<file path="config.mk">
export PLATFORM = sky130hd
export DESIGN_NAME = aftab_dawu_multibeat_flat
export DESIGN_NICKNAME = d
export VERILOG_FILES = /design/src/rtl/aftab_dawu_multibeat_if.sv /design/src/rtl/aftab_dawu_multibeat.sv /design/src/flat_wrapper.sv
export SDC_FILE = /design/constraint.sdc
export NUM_CORES = 1
export LEC_CHECK = 0
export ABC_AREA = 1
export CAP_MARGIN = 30
export CORE_ASPECT_RATIO = 0.7
export CORE_MARGIN = 8
export CORE_UTILIZATION = 54
export DETAILED_ROUTE_END_ITERATION = 8
export PLACE_DENSITY = 0.87
export SLEW_MARGIN = 20
export SYNTH_ARGS = -nofsm -noshare
export SYNTH_HDL_FRONTEND = slang
export SYNTH_SLANG_ARGS = --single-unit
export TNS_END_PERCENT = 20
</file>
<file path="constraint.sdc">
create_clock -name clk -period 12.8 [get_ports clk]
set_clock_uncertainty 0.2 [all_clocks]
set_input_delay 2.56 -clock clk [delete_from_list [all_inputs] [get_ports clk]]
set_output_delay 2.56 -clock clk [all_outputs]
set_load 0.01 [all_outputs]
</file>
<file path="src/rtl/aftab_dawu_multibeat_if.sv">
// -----------------------------------------------------------------------------
// aftab_dawu_multibeat_if
// Memory-side write port of the AFTAB multi-beat store unit.
//   addrOut   beat address, aligned to memBytes         (master -> slave)
//   dataOut   beat data, bytes placed in their lanes    (master -> slave)
//   byteEn    active byte lanes of the current beat     (master -> slave)
//   writeMem  beat valid                                (master -> slave)
//   memReady  memory accepts the current beat           (slave  -> master)
// -----------------------------------------------------------------------------
interface aftab_dawu_multibeat_if #(
   parameter int size     = 32,
   parameter int memBytes = 4
);
   logic [size-1:0]       addrOut;
   logic [8*memBytes-1:0] dataOut;
   logic [memBytes-1:0]   byteEn;
   logic                  writeMem;
   logic                  memReady;

   modport master (
      output addrOut, dataOut, byteEn, writeMem,
      input  memReady
   );

   modport slave (
      input  addrOut, dataOut, byteEn, writeMem,
      output memReady
   );
endinterface

</file>
<file path="src/rtl/aftab_dawu_multibeat.sv">
// -----------------------------------------------------------------------------
// aftab_dawu_multibeat
// Store unit for the AFTAB datapath. Takes one byte/half/word store request and
// issues it to a memory port of memBytes lanes (1, 2 or 4) as one or more
// aligned beats with per-lane byte enables. Unaligned stores are split across
// memory words unless misalignment trapping is enabled.
// Ports:
//   clk                  clock, rising edge
//   rst                  synchronous active-low reset
//   addrIn / dataIn      store address / right-aligned data, sampled on start
//   nBytes               00 = byte, 01 = half, 11 = word, 10 = illegal
//   startDAWU            request strobe, honoured only when idle
//   checkMisalignedDAWU  trap misaligned or illegal requests instead of writing
//   memBus               memory write port (addrOut/dataOut/byteEn/writeMem/memReady)
//   completeDAWU         one-cycle done pulse
//   storeMisalignedFlag  one-cycle trap pulse, coincident with completeDAWU
//   busy                 high whenever not idle
// -----------------------------------------------------------------------------
module aftab_dawu_multibeat #(
   parameter int size     = 32,
   parameter int memBytes = 4
) (
   input  logic                          clk,
   input  logic                          rst,
   input  logic [size-1:0]               addrIn,
   input  logic [size-1:0]               dataIn,
   input  logic [1:0]                    nBytes,
   input  logic                          startDAWU,
   input  logic                          checkMisalignedDAWU,
   aftab_dawu_multibeat_if.master        memBus,
   output logic                          completeDAWU,
   output logic                          storeMisalignedFlag,
   output logic                          busy
);

   localparam logic [1:0] IDLE  = 2'd0;
   localparam logic [1:0] WRITE = 2'd1;
   localparam logic [1:0] DONE  = 2'd2;

   localparam logic [size-1:0] alignMask = size'(memBytes - 1);

   logic [1:0]      state;
   logic [size-1:0] curAddr;
   logic [size-1:0] data;
   logic [2:0]      rem;
   logic            trapped;

   logic [2:0]      off;
   logic [2:0]      space;
   logic [2:0]      k;
   logic [7:0]      enAll;
   logic [63:0]     kMask;
   logic [63:0]     laneData;
   logic            misaligned;
   logic [2:0]      reqBytes;

   // Current-beat geometry: lane offset inside the memory word and how many
   // bytes of the remaining store fit between that lane and the word's end.
   // NOTE: every signal written in always_comb gets a default first, so no
   // path can leave it unassigned and infer a latch.
   always_comb begin
      off      = 3'(curAddr % memBytes);
      space    = 3'(memBytes) - off;
      k        = (rem < space) ? rem : space;
      enAll    = ((8'd1 << k) - 8'd1) << off;
      kMask    = (64'd1 << {k, 3'b000}) - 64'd1;
      laneData = (64'(data) & kMask) << {off, 3'b000};
   end

   // Request decode. The illegal size 2'b10 writes as a word when not trapping.
   always_comb begin
      misaligned = 1'b0;
      reqBytes   = 3'd4;
      case (nBytes)
         2'b00: reqBytes = 3'd1;
         2'b01: begin
            reqBytes   = 3'd2;
            misaligned = addrIn[0];
         end
         2'b11: misaligned = (addrIn[1:0] != 2'b00);
         default: misaligned = 1'b1;
      endcase
   end

   // Bus outputs are forced to zero outside WRITE so the memory never sees
   // stale lanes while writeMem is low.
   always_comb begin
      memBus.addrOut  = '0;
      memBus.dataOut  = '0;
      memBus.byteEn   = '0;
      memBus.writeMem = 1'b0;
      if (state == WRITE) begin
         memBus.addrOut  = curAddr & ~alignMask;
         memBus.dataOut  = laneData[8*memBytes-1:0];
         memBus.byteEn   = enAll[memBytes-1:0];
         memBus.writeMem = 1'b1;
      end
   end

   assign completeDAWU        = (state == DONE);
   assign storeMisalignedFlag = (state == DONE) && trapped;
   assign busy                = (state != IDLE);

   // NOTE: sequential state uses non-blocking assignments so every register
   // samples the pre-edge values, independent of statement order.
   always_ff @(posedge clk) begin
      if (!rst) begin
         // NOTE: the request registers are cleared on reset too; they feed the
         // bus outputs directly, and clearing them keeps a stale store from
         // resurfacing should the gating above ever change.
         state   <= IDLE;
         curAddr <= '0;
         data    <= '0;
         rem     <= '0;
         trapped <= 1'b0;
      end else begin
         case (state)
            IDLE: begin
               if (startDAWU) begin
                  curAddr <= addrIn;
                  data    <= dataIn;
                  rem     <= reqBytes;
                  if (misaligned && checkMisalignedDAWU) begin
                     trapped <= 1'b1;
                     state   <= DONE;
                  end else begin
                     trapped <= 1'b0;
                     state   <= WRITE;
                  end
               end
            end
            WRITE: begin
               if (memReady_q()) begin
                  // Address wraps modulo 2^size by construction.
                  curAddr <= curAddr + size'(k);
                  rem     <= rem - k;
                  data    <= data >> {k, 3'b000};
                  if (rem == k) state <= DONE;
               end
            end
            DONE: begin
               trapped <= 1'b0;
               state   <= IDLE;
            end
            default: state <= IDLE;
         endcase
      end
   end

   function automatic logic memReady_q();
      return memBus.memReady;
   endfunction

endmodule

</file>
<file path="src/flat_wrapper.sv">
// flat-port wrapper written by rule: the top's interface ports become plain ports
module aftab_dawu_multibeat_flat 
#(
   parameter int size     = 32,
   parameter int memBytes = 4
)
  (clk, rst, addrIn, dataIn, nBytes, startDAWU, checkMisalignedDAWU, completeDAWU, storeMisalignedFlag, busy, memBus_addrOut, memBus_dataOut, memBus_byteEn, memBus_writeMem, memBus_memReady);
  aftab_dawu_multibeat_if #(.size(size), .memBytes(memBytes)) memBus_i ();
  input  logic clk;
  input  logic rst;
  input  logic [size-1:0] addrIn;
  input  logic [size-1:0] dataIn;
  input  logic [1:0] nBytes;
  input  logic startDAWU;
  input  logic checkMisalignedDAWU;
  output logic completeDAWU;
  output logic storeMisalignedFlag;
  output logic busy;
  output wire logic [$bits(memBus_i.addrOut)-1:0] memBus_addrOut;
  output wire logic [$bits(memBus_i.dataOut)-1:0] memBus_dataOut;
  output wire logic [$bits(memBus_i.byteEn)-1:0] memBus_byteEn;
  output wire logic [$bits(memBus_i.writeMem)-1:0] memBus_writeMem;
  input wire logic [$bits(memBus_i.memReady)-1:0] memBus_memReady;
  assign memBus_addrOut = memBus_i.addrOut;
  assign memBus_dataOut = memBus_i.dataOut;
  assign memBus_byteEn = memBus_i.byteEn;
  assign memBus_writeMem = memBus_i.writeMem;
  assign memBus_i.memReady = memBus_memReady;
  aftab_dawu_multibeat #(.size(size), .memBytes(memBytes)) u_core (.clk(clk), .rst(rst), .addrIn(addrIn), .dataIn(dataIn), .nBytes(nBytes), .startDAWU(startDAWU), .checkMisalignedDAWU(checkMisalignedDAWU), .memBus(memBus_i), .completeDAWU(completeDAWU), .storeMisalignedFlag(storeMisalignedFlag), .busy(busy));
endmodule
</file>
# ---- After elaboration in Yosys (flattened, before gate mapping)
# Cells that the tools add are included.
dict set report word_totals {
  ff_bits 70
  input_bits 71
  out_inout_bits 72
  wordCells 60
}
dict set report classes {
  n_addsub 5
  magnitude_cmp 1
  n_eq_ne 8
  n_shift 5
  mux 24
  bitwise_logic 1
  n_reduce_logical 11
}
# operator n
set op_table {}
lappend op_table {{$mux 32} 6}
lappend op_table {{$pmux 32 s2} 2}
lappend op_table {{$and 32x64->64} 1}
lappend op_table {{$shl 1x6->64 const A} 1}
lappend op_table {{$shl 64x5->32} 1}
lappend op_table {{$sub 64x1->64 const B} 1}
lappend op_table {{$add 32x3->32} 1}
lappend op_table {{$shr 32x6->32} 1}
lappend op_table {{$pmux 3 s2} 2}
lappend op_table {{$mux 3} 3}
lappend op_table {{$mux 2} 4}
lappend op_table {{$reduce_bool 2->1} 4}
lappend op_table {{$shl 1x3->8 const A} 1}
lappend op_table {{$shl 8x2->4} 1}
lappend op_table {{$sub 8x1->8 const B} 1}
lappend op_table {{$ne 2x2->1 const B} 3}
lappend op_table {{$reduce_and 3->1} 2}
lappend op_table {{$eq 2x1->1 const B} 2}
lappend op_table {{$eq 2x2->1 const B} 2}
lappend op_table {{$logic_not 2->1} 2}
lappend op_table {{$mux 4} 1}
lappend op_table {{$pmux 2 s2} 1}
lappend op_table {{$eq 3x3->1} 1}
lappend op_table {{$lt 3x3->1} 1}
lappend op_table {{7 further kinds} 10}

# ---- Logic depth before layout (Yosys ltp)
# Gate-level depths: netlist (run 1).
dict set report logic_depth {
  ltp_word 8
  ltp_mapped 23
  mapped_depth_nobuf 22
}

# ---- Worst setup path after synthesis (run 1)
# OpenSTA, ideal clock, no wires.
dict set report synth_timing {
  path_kind {register to output}
  from {reg u_core.curAddr[1]}
  to {out memBus_dataOut[18]}
  arrival_time_ns 3.207
  t_required_ns 10.040
  slack_ns 6.833
  path_stages_with_launch 19
  n_path_buf 4
  cell_sequence {dfxtp_1 inv_1 buf_1 ha_1 inv_1 ha_1 a21boi_1 nand2_2 nand3_1 nand2_4 nand2_4 buf_6 ha_1 clkbuf_1 clkbuf_1 nand2_1 o21ai_0 inv_1 a21oi_1}
}
dict set report synth_between {
  elab_chain_len 8
}
# item line_no
set synth_rtl {}
lappend synth_rtl {{from (decl)} aftab_dawu_multibeat.sv:43} ;# logic [size-1:0] curAddr;
lappend synth_rtl {{from (signal assigned)} aftab_dawu_multibeat.sv:120} ;# curAddr <= addrIn;
lappend synth_rtl {{from (signal assigned)} aftab_dawu_multibeat.sv:135} ;# curAddr <= curAddr + size'(k);
lappend synth_rtl {{$sub 3x2->3} aftab_dawu_multibeat.sv:63} ;# space = 3'(memBytes) - off;
lappend synth_rtl {{$lt 3x3->1} aftab_dawu_multibeat.sv:64} ;# k = (rem < space) ? rem : space;
lappend synth_rtl {{$mux 3} aftab_dawu_multibeat.sv:64}
lappend synth_rtl {{$shl 1x6->64} aftab_dawu_multibeat.sv:66} ;# kMask = (64'd1 << {k, 3'b000}) - 64'd1;
lappend synth_rtl {{$sub 64x1->64} aftab_dawu_multibeat.sv:66}
lappend synth_rtl {{$and 32x64->64} aftab_dawu_multibeat.sv:67} ;# laneData = (64'(data) & kMask) << {off, 3'b000};
lappend synth_rtl {{$shl 64x5->32 (*)} aftab_dawu_multibeat.sv:67}
lappend synth_rtl {{$mux 32 (*)} aftab_dawu_multibeat.sv:92} ;# if (state == WRITE) begin
lappend synth_rtl {{to (decl)} flat_wrapper.sv:20} ;# output wire logic [$bits(memBus_i.dataOut)-1:0] memBus_dataOut;
# Mark *: on every way between the ends. The rest lies on a longest branch, timed or not.

# ---- Worst setup path after layout (run 1)
dict set report layout_timing {
  from {reg u_core.curAddr[0]}
  to {out memBus_dataOut[16]}
}
# Same word-level chain as after synthesis.

==> results_dict.tcl, run 1 <==
set metrics [dict create \
    synth.avg_cell_area_um2 5.948 \
    stdcell_area_mm2 0.007244 \
    synth_cell_types 42 \
    cts-root-buf "clkbuf_16" \
    grt_max_degree 77 \
    drcViolationCount 0 \
    critPathLaunchType "register" \
    ctsLongestPathBuffers 2 \
    dp_hpwl_um 14280 \
    endpoint "memBus_dataOut[16]" \
    clock-sinks 70 \
    crit_type "register to output pin" \
    vdd_drop_max_v 0.0001766 \
    drv_cap 0 \
    hold_viol_final 0 \
    avgViaCountPerCell 5.814 \
    routedWlPerCell_um 16.77 \
    die_y_um 101.0 \
    h-tree-depth 3 \
    insertion_delay_ns 0.33 \
    rsz0062_at_grt "false" \
    synth-edff-count 0 \
    cts_tree "built" \
    global_route.usage.total_pct 28.01 \
    grt-ovfl-total 0 \
    reg2reg_to "u_core.curAddr[24]" \
    slew_violations 0 \
    tightest_slew_ns 0.9337 \
    grt_pass1_vias 6162 \
    cts_setup_buffers 0 \
    dieArea_mm2 0.01388 \
    status "finished clean" \
    gp_congestion 1.024 \
    power.leakage_nw 2.861 \
    ys_seq_area_share_pct 25.15 \
    layout_worst_path_cycle_share_pct 60.41 \
    powerDensity_mw_per_mm2 276.1 \
    dpl_cell_area_mm2 0.006922 \
    cts_made_buffers 9 \
    antenna_found_initial 0 \
    first_pass_iters 5 \
    clkTransAtPathRegs_ns 0.06 \
    drtAntennaViolNets 0 \
    syn2layout_area_growth_pct 30.00 \
    syn-cell-area_mm2 0.005573 \
    period_needed_ns 7.732 \
    final_nets 1122 \
    r2r_slack_ns 7.49 \
    min_path_type "register to register" \
    ys_seq_elements 70 \
    r2r-start "u_core.curAddr[0]" \
    final.setup.tns_ns 0 \
    drt-total-wl_um 19730 \
    die_x_um 137.4 \
    endpoint_kind "output pin" \
    rr_worst_depth 21 \
    synth_cells 937 \
    cp-startpoint "u_core.curAddr[0]" \
    relSlewSlack_pct 37.69 \
    core_mm2 0.01020 \
    synth_ff_type "dfxtp_1" \
    postCtsHoldBufs 0 \
    ys_async_sr_fraction_pct 0 \
    path_max_fanout 37 \
    setup_viol 0 \
    start_util_pct 54.63 \
    portBuffers 140 \
    yosys_warnings 0 \
    cts_resized 0 \
    routed-via-count 6843 \
    grt_pass1_wl_um 31130 \
    cp_data_arrival_time_ns 4.97 \
    fmax_ghz 0.1293 \
    fillers 899 \
    first_iter_violations 807 \
    layout-drive-gt1-share_pct 4.785 \
    worstPathRequired_ns 10.04 \
    row_count 31 \
    diodes 0 \
    pin_count 143 \
]
==> state kept, by name, summed over array words and instances (netlist names) <==
register        flops
u_core.curAddr     32
u_core.data        32
u_core.rem          3
u_core.state        2
u_core.trapped      1
==> report_power, final <==
part | internal, mW | switching [mW] | total (mW)
registers | 0.319 | 0.141 | 0.460
clock network | 0.172 | 0.101 | 0.273
logic | 0.407 | 0.861 | 1.27
==> per-stage QoR <==
stage / setup WS (ns) / cells / hold slack, ns / util, % / power (mW)
after floorplan: 6.833 / 938 / 0.2616 / - / 1.367
after global placement: 5.676 / 1161 / 0.2698 / 67.85 / 1.663
after detailed placement: 5.599 / 1161 / 0.2958 / 67.85 / 1.683
after CTS: 5.170 / 1177 / 0.3053 / 71.02 / 1.967
after global routing: 4.690 / 1177 / 0.3486 / 71.02 / 2.165
final: 5.068 / 1177 / 0.3036 / 71.02 / 2.000
==> worst min-delay path by stage <==
stage	from	end	slack [ns]	cells after the start
after detailed placement	u_core.trapped	u_core.trapped	0.30	2
after floorplan	u_core.trapped	u_core.trapped	0.26	2
after global routing	u_core.trapped	u_core.trapped	0.35	2
final	u_core.trapped	u_core.trapped	0.30	2
after global placement	u_core.trapped	u_core.trapped	0.27	2
after CTS	u_core.trapped	u_core.trapped	0.31	2
==> critical path, cell delays in order, from the launching register on <==
cell and delay (ns):
dfxtp_1 0.30, buf_4 0.23, inv_1 0.72, ha_1 0.30, inv_1 0.08, ha_1 0.31, a21boi_1 0.24, nand2_2 0.10
nand2_2 0.10, nand2_2 0.07, nand2_4 0.35, nand2_4 0.22, ha_1 0.44, inv_1 0.11, nand4_1 0.09, nand2_1 0.15
nand3_1 0.08, a21oi_1 0.19, clkdlybuf4s50_1 0.56
==> metal layers <==
metal  global-route usage (%)  vias up  share of wire [%]
li1                         -     3310                  -
met1                    40.04     3106                 44
met2                    40.71      386                 42
met3                    7.420       41                 13
met4                    5.990        0                1.3
met5                        0        -                  0
==> cell usage in the layout, fill, tap and decap left out, types with 2 or more instances in the layout <==
| cell | n |
|---|---|
| a22oi_1 | 13 |
| o21ai_0 | 76 |
| o21ai_1 | 6 |
| a31oi_1 | 13 |
| bufinv_16 | 2 |
| a21boi_1 | 3 |
| nor2_4 | 3 |
| nand3_1 | 84 |
| inv_2 | 7 |
| nand2_4 | 3 |
| buf_4 | 5 |
| nand4_1 | 21 |
| nor2_1 | 110 |
| o311ai_0 | 3 |
| clkbuf_16 | 9 |
| nor2_2 | 4 |
| a211oi_1 | 2 |
| o21ai_4 | 2 |
| conb_1 | 2 |
| clkinv_4 | 2 |
| nor3_1 | 10 |
| nand2_2 | 6 |
| dfxtp_1 | 70 |
| nand2_1 | 199 |
| inv_1 | 120 |
| o211ai_1 | 23 |
| a221oi_1 | 2 |
| clkdlybuf4s50_1 | 140 |
| a21oi_1 | 74 |
| nor3_2 | 3 |
| nor4_1 | 5 |
| ha_1 | 10 |
| a21oi_4 | 2 |
==> logic make-up after synthesis <==
kind of cell / Yosys count / synth area share, %
and+or+nand+nor: 448 / 35.05
AOI/OAI and AO/OA: 223 / 23.42
buffers and inverters: 182 / 13.40
DFF: 70 / 25.15
adders and majority gates: 11 / 2.604
xor gates and xnor gates: 2 / 0.3144
other: 1 / 0.06729
==> cell usage after synthesis, types with 2 or more instances <==
library cell | instances | area, um^2
a22oi_1 | 13 | 97.59
clkbuf_1 | 26 | 97.59
dfxtp_1 | 70 | 1401
o21ai_1 | 6 | 30.03
ha_1 | 10 | 125.1
a211oi_1 | 2 | 15.01
nor2_1 | 110 | 412.9
o21ai_4 | 2 | 32.53
buf_1 | 6 | 22.52
a21boi_1 | 3 | 22.52
o211ai_1 | 23 | 172.7
inv_1 | 120 | 450.4
a31oi_1 | 13 | 81.33
nor4_1 | 5 | 31.28
inv_2 | 7 | 26.28
nand2_1 | 199 | 747.0
buf_6 | 3 | 33.78
nor2_4 | 3 | 33.78
nand2_2 | 6 | 37.54
buf_2 | 12 | 60.06
o311ai_0 | 3 | 26.28
nor3_2 | 3 | 30.03
nand3_1 | 84 | 420.4
nand2_4 | 3 | 33.78
o21ai_0 | 76 | 380.4
nor3_1 | 10 | 50.05
nand4_1 | 21 | 131.4
buf_4 | 7 | 52.55
nor2_2 | 4 | 25.02
a221oi_1 | 2 | 17.52
a21oi_1 | 74 | 370.4
==> area by class of cell <==
| cell class | instances | area, um^2 | share of cell area, % |
|---|---|---|---|
| Timing Repair Buffer | 145 | 1439 | 19.86 |
| Inverter | 128 | 480.5 | 6.632 |
| Sequential cell | 70 | 1401 | 19.34 |
| Tap cell | 132 | 165.2 | 2.280 |
| Clock buffer | 10 | 229.0 | 3.161 |
| Clock inverter | 6 | 93.84 | 1.295 |
| Multi-Input combinational cell | 686 | 3436 | 47.43 |
No activity file was read; power rests on OpenSTA's default activity.
==> run 2, diff against run 1 <==
--- a/config.mk
+++ b/config.mk
@@ -9,9 +9,9 @@
 export CAP_MARGIN = 30
 export CORE_ASPECT_RATIO = 0.7
 export CORE_MARGIN = 8
-export CORE_UTILIZATION = 54
+export CORE_UTILIZATION = 45
 export DETAILED_ROUTE_END_ITERATION = 8
-export PLACE_DENSITY = 0.87
+export PLACE_DENSITY = 0.77
 export SLEW_MARGIN = 20
 export SYNTH_ARGS = -nofsm -noshare
 export SYNTH_HDL_FRONTEND = slang
==> constraint.sdc (replaced) <==
create_clock -name clk -period 7 [get_ports clk]
set_clock_uncertainty 0.2 [all_clocks]
set_input_delay 1.4 -clock clk [delete_from_list [all_inputs] [get_ports clk]]
set_output_delay 1.4 -clock clk [all_outputs]
set_load 0.01 [all_outputs]
==> results_dict.tcl, run 2 (same netlist as run 1, synthesis figures left out) <==
set metrics [dict create \
    postCtsHoldBufs 0 \
    portBuffers 140 \
    cts_setup_buffers 0 \
    die_x_um 149.0 \
    grt_pass1_vias 6282 \
    drcViolationCount 0 \
    rsz0062_at_grt "false" \
    hold_viol_final 0 \
    die_y_um 109.1 \
    clkTransAtPathRegs_ns 0.06 \
    antenna_found_initial 1 \
    r2r-start "u_core.curAddr[1]" \
    drt-total-wl_um 20120 \
    gp_congestion 1.008 \
    syn2layout_area_growth_pct 30.80 \
    min_path_type "register to register" \
    worstPathRequired_ns 5.40 \
    cts_resized 0 \
    rr_worst_depth 20 \
    endpoint "memBus_dataOut[20]" \
    powerDensity_mw_per_mm2 500.9 \
    vdd_drop_max_v 0.0003211 \
    cts_made_buffers 9 \
    layout-drive-gt1-share_pct 4.971 \
    start_util_pct 45.49 \
    core_mm2 0.01225 \
    insertion_delay_ns 0.33 \
    final_cell_mix "199 x nand2_1, 140 x clkdlybuf4s50_1, 120 x inv_1" \
    pin_count 143 \
    drv_cap 0 \
    dp_hpwl_um 14670 \
    row_count 34 \
    h-tree-depth 3 \
    clock-sinks 70 \
    slew_violations 0 \
    status "finished clean" \
    drtAntennaViolNets 0 \
    grt-ovfl-total 0 \
    power.leakage_nw 2.868 \
    final_common_cell "nand2_1" \
    layout_worst_path_cycle_share_pct 91.41 \
    diodes 0 \
    r2r_slack_ns 1.97 \
    reg2reg_to "u_core.curAddr[24]" \
    tightest_slew_ns 0.8333 \
    endpoint_kind "output pin" \
    avgViaCountPerCell 5.594 \
    dieArea_mm2 0.01626 \
    routed-via-count 6758 \
    crit_type "register to output pin" \
    final.setup.tns_ns 0 \
    grt_pass1_wl_um 32090 \
    reg.largest.list "u_core.curAddr: 32 flops, u_core.data: 32 flops, u_core.rem: 3 flops" \
    relSlewSlack_pct 44.36 \
    cts_tree "built" \
    cp_data_arrival_time_ns 4.80 \
    setup_viol 0 \
    path_max_fanout 37 \
    critPathLaunchType "register" \
    first_iter_violations 760 \
    first_pass_iters 6 \
    cts-root-buf "clkbuf_16" \
    grt_max_degree 79 \
    final_nets 1124 \
    period_needed_ns 6.399 \
    utilization_pct 59.50 \
    routedWlPerCell_um 16.66 \
    cp-startpoint "u_core.curAddr[1]" \
    global_route.usage.total_pct 24.50 \
    ctsLongestPathBuffers 2 \
    fmax_ghz 0.1563 \
]
-- run 2: worst min path at each step --
stage | from | endpoint | slack, ns | depth (start not counted)
global route | u_core.trapped | u_core.trapped | 0.31 | 2
finish | u_core.trapped | u_core.trapped | 0.29 | 2
CTS | u_core.trapped | u_core.trapped | 0.28 | 2
floorplan | u_core.trapped | u_core.trapped | 0.26 | 2
detailed placement | u_core.trapped | u_core.trapped | 0.27 | 2
global placement | u_core.trapped | u_core.trapped | 0.27 | 2
-- run 2: area by class of cell --
| cell class | count | area, um^2 |
|---|---|---|
| fillers | 1201 | 4962 |
| multi-input cells | 686 | 3436 |
| repair buffers | 147 | 1461 |
| flip-flops and latches | 70 | 1401 |
| inverters | 128 | 480.5 |
| clock buffers | 11 | 252.7 |
| well taps | 162 | 202.7 |
| clock inverters | 4 | 55.05 |
-- run 2: routing by layer --
layer | wire [um] | up-vias | track usage, %
li1 | - | 3319 | -
met1 | 9308 | 3042 | 34.09
met2 | 7949 | 364 | 35.61
met3 | 2579 | 31 | 8.458
met4 | 272 | 2 | 5.456
met5 | 13 | - | 0
-- run 2: worst max-delay path, cell delays in order (launching register included) --
cell and delay [ns]:
dfxtp_1 0.70, inv_1 0.45, ha_1 0.33, inv_1 0.10
ha_1 0.25, nand3_1 0.13, nand2_2 0.08, inv_2 0.07
nand2_2 0.07, nand2_2 0.08, nand2_4 0.22, nand2_4 0.27
ha_1 0.57, nand2_1 0.15, o21ai_0 0.20, inv_1 0.06
a22oi_1 0.15, clkdlybuf4s50_1 0.57
-- run 2: stage by stage --
| stage | hold slack (ns) | cell area (um^2) | instances | worst slack (ns) | power, mW |
|---|---|---|---|---|---|
| 6_report | 0.2854 | 7289 | 1208 | 0.6014 | 3.651 |
| 5_1_grt | 0.3113 | 7289 | 1208 | 0.2543 | 3.964 |
| 4_1_cts | 0.2826 | 7274 | 1207 | 0.7438 | 3.586 |
| 3_5_place_dp | 0.2722 | 6967 | 1192 | 1.078 | 3.097 |
| 3_3_place_gp | 0.2700 | 6967 | 1192 | 1.215 | 3.061 |
| 2_1_floorplan | 0.2616 | 5577 | 938 | 2.193 | 2.500 |
-- run 2: report_power, final --
group	switching, mW	internal (mW)
combinational	1.60	0.746
clock	0.179	0.295
sequential	0.251	0.583
